===== config.mk =====
export PLATFORM = sky130hd
export DESIGN_NAME = keypad_scan_debounce
export DESIGN_NICKNAME = d
export VERILOG_FILES = /design/src/rtl/keypad_pkg.sv /design/src/rtl/sync_bus.sv /design/src/rtl/keypad_scan_debounce.sv
export SDC_FILE = /design/constraint.sdc
export NUM_CORES = 1
export LEC_CHECK = 0
export ABC_AREA = 0
export BUFFER_PORTS_ARGS = -buffer_cell sky130_fd_sc_hd__buf_2
export CAP_MARGIN = 0
export CORE_MARGIN = 5
export CORE_UTILIZATION = 50
export CTS_CLUSTER_DIAMETER = 200
export DETAILED_ROUTE_END_ITERATION = 16
export GPL_ROUTABILITY_DRIVEN = 1
export PLACE_DENSITY = 0.69
export REMOVE_ABC_BUFFERS = 1
export SLEW_MARGIN = 25
export SYNTH_ARGS = -nofsm -noshare
export SYNTH_HDL_FRONTEND = slang
export SYNTH_HIERARCHICAL = 1
export SYNTH_SLANG_ARGS = --single-unit

===== constraint.sdc =====
create_clock -name clk -period 4.58 [get_ports clk]
set_input_delay 0.916 -clock clk [delete_from_list [all_inputs] [get_ports clk]]
set_output_delay 0.916 -clock clk [all_outputs]
set_load 0.01 [all_outputs]

===== src/rtl/keypad_pkg.sv =====
// Shared types and constants for the matrix keypad scanner family.
package keypad_pkg;

   typedef enum logic [1:0] {
      SCAN,
      DEBOUNCE,
      HELD
   } scan_state_t;

   localparam int DEF_ROWS            = 4;
   localparam int DEF_COLS            = 4;
   localparam int DEF_SCAN_DIV        = 4;
   localparam int DEF_DEBOUNCE_CYCLES = 8;
   localparam int DEF_SYNC_STAGES     = 2;

   // Width of an encoded key index row*cols+col; never narrower than one bit.
   function automatic int code_width(input int rows, input int cols);
      return (rows * cols > 1) ? $clog2(rows * cols) : 1;
   endfunction

   function automatic int max2(input int a, input int b);
      return (a > b) ? a : b;
   endfunction

endpackage


===== src/rtl/sync_bus.sv =====
// N-bit multi-flop synchroniser for asynchronous level inputs; idles at all-ones.
module sync_bus
   import keypad_pkg::*;
#(
   parameter int WIDTH  = DEF_COLS,
   parameter int STAGES = DEF_SYNC_STAGES
) (
   input  logic             clk,
   input  logic             reset,
   input  logic [WIDTH-1:0] d,
   output logic [WIDTH-1:0] q
);

   logic [STAGES-1:0][WIDTH-1:0] pipe;

   // NOTE: reset is sampled on the clock edge only, so it sits inside the
   // edge-triggered block rather than in the sensitivity list.
   always_ff @(posedge clk) begin
      if (reset) pipe <= '1;
      else       pipe <= {pipe[STAGES-2:0], d};
   end

   assign q = pipe[STAGES-1];

endmodule


===== src/rtl/keypad_scan_debounce.sv =====
// Row/column keypad scanner with dwell, press/release debounce, row hold,
// single key-event pulse and multi-key detection.
module keypad_scan_debounce
   import keypad_pkg::*;
#(
   parameter int ROWS            = DEF_ROWS,
   parameter int COLS            = DEF_COLS,
   parameter int SCAN_DIV        = DEF_SCAN_DIV,
   parameter int DEBOUNCE_CYCLES = DEF_DEBOUNCE_CYCLES,
   parameter int SYNC_STAGES     = DEF_SYNC_STAGES
) (
   input  logic                               clk,
   input  logic                               reset,
   input  logic [COLS-1:0]                    cols_n,
   output logic [ROWS-1:0]                    rows_n,
   output logic                               key_valid,
   output logic [code_width(ROWS, COLS)-1:0]  key_code,
   output logic                               key_held,
   output logic                               multi_err
);

   localparam int CW    = code_width(ROWS, COLS);
   localparam int RW    = $clog2(ROWS);
   localparam int CLW   = $clog2(COLS);
   localparam int CNT_W = $clog2(max2(SCAN_DIV, DEBOUNCE_CYCLES) + 1);

   localparam logic [CNT_W-1:0] DWELL_LAST = CNT_W'(SCAN_DIV - 1);
   localparam logic [CNT_W-1:0] DB_LAST    = CNT_W'(DEBOUNCE_CYCLES - 1);
   localparam logic [RW-1:0]    ROW_LAST   = RW'(ROWS - 1);

   if (ROWS < 2) begin : g_bad_rows
      $error("keypad_scan_debounce: ROWS must be >= 2");
   end
   if (COLS < 2) begin : g_bad_cols
      $error("keypad_scan_debounce: COLS must be >= 2");
   end
   if (SYNC_STAGES < 2) begin : g_bad_sync
      $error("keypad_scan_debounce: SYNC_STAGES must be >= 2");
   end
   if (SCAN_DIV < SYNC_STAGES + 2) begin : g_bad_div
      $error("keypad_scan_debounce: SCAN_DIV must be >= SYNC_STAGES+2");
   end
   if (DEBOUNCE_CYCLES < 1) begin : g_bad_db
      $error("keypad_scan_debounce: DEBOUNCE_CYCLES must be >= 1");
   end

   logic [COLS-1:0]  cs;
   scan_state_t      state;
   logic [RW-1:0]    row;
   logic [RW-1:0]    next_row;
   logic [CNT_W-1:0] dwell;
   logic [CNT_W-1:0] cnt;
   logic [RW-1:0]    cand_row;
   logic [CLW-1:0]   cand_col;
   logic [CLW-1:0]   first_low;
   logic [COLS-1:0]  low_bits;
   logic             low_any;
   logic             low_multi;
   logic             cand_open;

   sync_bus #(
      .WIDTH  (COLS),
      .STAGES (SYNC_STAGES)
   ) u_sync (
      .clk   (clk),
      .reset (reset),
      .d     (cols_n),
      .q     (cs)
   );

   function automatic logic [ROWS-1:0] one_cold(input logic [RW-1:0] idx);
      return ~(ROWS'(1) << idx);
   endfunction

   assign low_bits  = ~cs;
   assign low_any   = |low_bits;
   // Clearing the lowest set bit leaves something only if two or more were set.
   assign low_multi = |(low_bits & (low_bits - 1'b1));
   assign cand_open = cs[cand_col];
   assign next_row  = (row == ROW_LAST) ? '0 : row + 1'b1;

   // NOTE: the default assignment before the loop keeps this purely
   // combinational; without it an all-high cs would infer a latch.
   always_comb begin
      first_low = '0;
      for (int c = COLS - 1; c >= 0; c--) begin
         if (!cs[c]) first_low = CLW'(c);
      end
   end

   // NOTE: every register here uses non-blocking assignment so all state
   // updates see the pre-edge values and the block order does not matter.
   always_ff @(posedge clk) begin
      if (reset) begin
         state     <= SCAN;
         row       <= '0;
         rows_n    <= one_cold('0);
         dwell     <= '0;
         cnt       <= '0;
         cand_row  <= '0;
         cand_col  <= '0;
         key_valid <= 1'b0;
         key_code  <= '0;
         key_held  <= 1'b0;
         multi_err <= 1'b0;
      end else begin
         key_valid <= 1'b0;
         multi_err <= 1'b0;
         unique case (state)
            SCAN: begin
               if (dwell == DWELL_LAST) begin
                  if (!low_any) begin
                     row    <= next_row;
                     rows_n <= one_cold(next_row);
                     dwell  <= '0;
                  end else begin
                     cand_row  <= row;
                     cand_col  <= first_low;
                     multi_err <= low_multi;
                     cnt       <= '0;
                     state     <= DEBOUNCE;
                  end
               end else begin
                  dwell <= dwell + 1'b1;
               end
            end
            DEBOUNCE: begin
               // A high sample always wins, even on the completing cycle.
               if (cand_open) begin
                  state  <= SCAN;
                  row    <= next_row;
                  rows_n <= one_cold(next_row);
                  dwell  <= '0;
               end else if (cnt == DB_LAST) begin
                  state     <= HELD;
                  cnt       <= '0;
                  key_valid <= 1'b1;
                  key_code  <= CW'(cand_row) * CW'(COLS) + CW'(cand_col);
                  key_held  <= 1'b1;
               end else begin
                  cnt <= cnt + 1'b1;
               end
            end
            HELD: begin
               if (!cand_open) begin
                  cnt <= '0;
               end else if (cnt == DB_LAST) begin
                  key_held <= 1'b0;
                  cnt      <= '0;
                  state    <= SCAN;
                  row      <= next_row;
                  rows_n   <= one_cold(next_row);
                  dwell    <= '0;
               end else begin
                  cnt <= cnt + 1'b1;
               end
            end
            default: state <= SCAN;
         endcase
      end
   end

endmodule


==> flow_metrics.tcl <==
set metrics [dict create \
    status "finished clean" \
    via_count 1287 \
    ys_seq_elements 35 \
    cp.required_ns 4.87 \
    firstDrtPassIters 5 \
    area_growth_pct 9.12 \
    place_congestion 0.884 \
    fmaxAchievable_ghz 0.435 \
    syn_avg_cell_area_sq_um 9.45 \
    rsz0062_at_grt "no" \
    drt-initial-drc-count 76 \
    fp-row-count 21 \
    hpwl_mm 2.36 \
    vdd.ir_drop.worst_uv 220 \
    worst_pin_slew_ns 0.701 \
    fin_setup_tns_ns 0 \
    synth_area_sq_um 1670 \
    netlist_top_cells_count "dfxtp_1 (35), nor2_1 (18), a21oi_1 (12), mux2i_1 (11), ha_1 (10)" \
    syn_inst 177 \
    fin_skew_ns 0.0205 \
    final_cells 238 \
    core_sq_um 3280 \
    cts_buffer_depth 2 \
    antenna_cells 0 \
    clkLatencyLatePin_ns 0.36 \
    overflow 0 \
    synthTopCellsByArea "dfxtp_1 (42%), ha_1 (7.5%), mux2i_1 (6.6%), nor2_1 (4.0%), a21oi_1 (3.6%)" \
    cp.arrival_ns 2.59 \
    cts_buffers 5 \
    cp-end-kind "flop" \
    synth.distinct_cells 44 \
    cts_resized 0 \
    viasPerCell 5.41 \
    setup_viol 0 \
    final_area_sq_um 1830 \
    min_period_over_period_pct 50.2 \
    slew_viol_final 0 \
    clkSlewWorstSetupHoldPaths_ns 0.12 \
    htree_levels 2 \
    start_util_pct 50.9 \
    yosysTopAreaCell "dfxtp_1" \
    setup_slack_ns 2.28 \
    yosysWarnings 6 \
    place_ws_ns 2.29 \
    numPortBuffers 16 \
    yosysMostFrequentCell "dfxtp_1" \
    clock-root-buffer "clkbuf_4" \
    grt_max_degree 37 \
    dpl_cell_area_sq_um 1760 \
    hold_class "flop to flop" \
    leakagePower_nw 0.703 \
    ios 17 \
    post_cts_buffers 0 \
    hold_ws_ns 0.414 \
    die_y_microns 67.8 \
    nNetsFinal 207 \
    power_uw 827 \
    cp-start-kind "flop" \
    cts_hold_buffers 0 \
    clock_sinks 35 \
    grt_pass1_vias 1258 \
    wl_per_cell_microns 13.5 \
    drv_cap 0 \
    ys_async_sr_fraction_pct 0 \
    critPathKind "flop to flop" \
    dp_cells 230 \
    synth_ff_type "dfxtp_1" \
    dieWidth_microns 67.8 \
    grt_use_total_pct 16.4 \
    synth_edf_count 0 \
    cts_tree "done" \
    drc 0 \
    seq_area_frac_synth_pct 41.9 \
    finalCoreUtilization_pct 55.6 \
    cp_max_fo 11 \
    wl_mm 3.21 \
    power_density_nw_per_um2 453 \
    antenna_found_initial 0 \
    grt_pass1_wl_mm 5.61 \
    synth_top_area_share_pct 41.9 \
    relSlewSlack_pct 53.3 \
    hold_viol_final 0 \
    dieArea_sq_um 4600 \
    drtAntennaViolNets 0 \
    drive_gt1_share_pct 16.7 \
    fin_crit_ns 2.30 \
]
## placed cells by master, fill, tap and decap left out, types with 3 or more instances in the layout
| cell | count |
|---|---|
| a211oi_1 | 3 |
| a21oi_1 | 12 |
| a31oi_1 | 5 |
| buf_2 | 16 |
| clkbuf_4 | 5 |
| dfxtp_1 | 35 |
| ha_1 | 10 |
| inv_1 | 6 |
| mux2i_1 | 11 |
| nand2_1 | 9 |
| nand3_1 | 5 |
| nand3b_1 | 3 |
| nor2_1 | 18 |
| nor2b_1 | 3 |
| nor3_1 | 9 |
| or2_1 | 8 |
## path summary, 6_finish.rpt
| check | from | to | slack [ns] | depth (start not counted) |
|---|---|---|---|---|
| worst max-delay path | dwell[0] | rows_n[0] | 2.28 | 6 |
| worst min-delay path | u_sync/pipe[3] | u_sync/q[3] | 0.41 | 1 |
| worst max register to register | dwell[0] | rows_n[0] | 2.28 | 6 |
| worst min register to register | u_sync/pipe[3] | u_sync/q[3] | 0.41 | 1 |
## worst max-delay path: stages, from the launching register on
cell	delay (ns)
dfxtp_1	0.40
ha_1	0.21
nor3b_2	0.37
nand3_1	0.19
a2111oi_4	0.73
nor2_1	0.12
a211oi_2	0.22
## cells by family (layout without fill, tap and decap cells)
logic type	Yosys count	after routing	share of synthesized area, %
multiplexers	12	12	7.93
AND/OR/NAND/NOR	69	69	22.4
adder cells (fa/ha/maj)	11	11	8.08
AO/OA/AOI/OAI	35	35	15.3
buffers and inverters	15	30	4.49
flip-flops	35	35	41.9
## cell type report
type,instances,area [sq um]
Fill cell,304,1460
Multi-Input combinational cell,127,897
Sequential cell,35,701
Timing Repair Buffer,16,80.1
Tap cell,46,57.6
Clock buffer,6,51.3
Inverter,6,22.5
Clock inverter,2,16.3
## report_power, final
group	internal (mW)	total, mW	switching [mW]	leakage (nW)
Sequential	0.338	0.368	0.0297	0.285
Clock	0.0755	0.184	0.109	0.0345
Combinational	0.118	0.274	0.156	0.383
Total	0.532	0.827	0.295	0.703
## metal layers
metal  track usage (%)  up-vias  routed length (microns)  part of all wire, %
met5                 0        -                        0                    0
met4              8.44        0                       48                  1.5
met3              4.11        7                      158                  4.9
met2              26.9       29                     1510                   47
met1              19.8      598                     1490                   47
li1                  -      653                        -                    -
## state kept, by name (all words and copies together) (netlist names), 4 cells and up
signal / cells
u_sync/pipe: 4
dwell: 4
rows_n: 4
cnt: 4
u_sync/q: 4
key_code: 4
(Power assumes the default switching activity.)
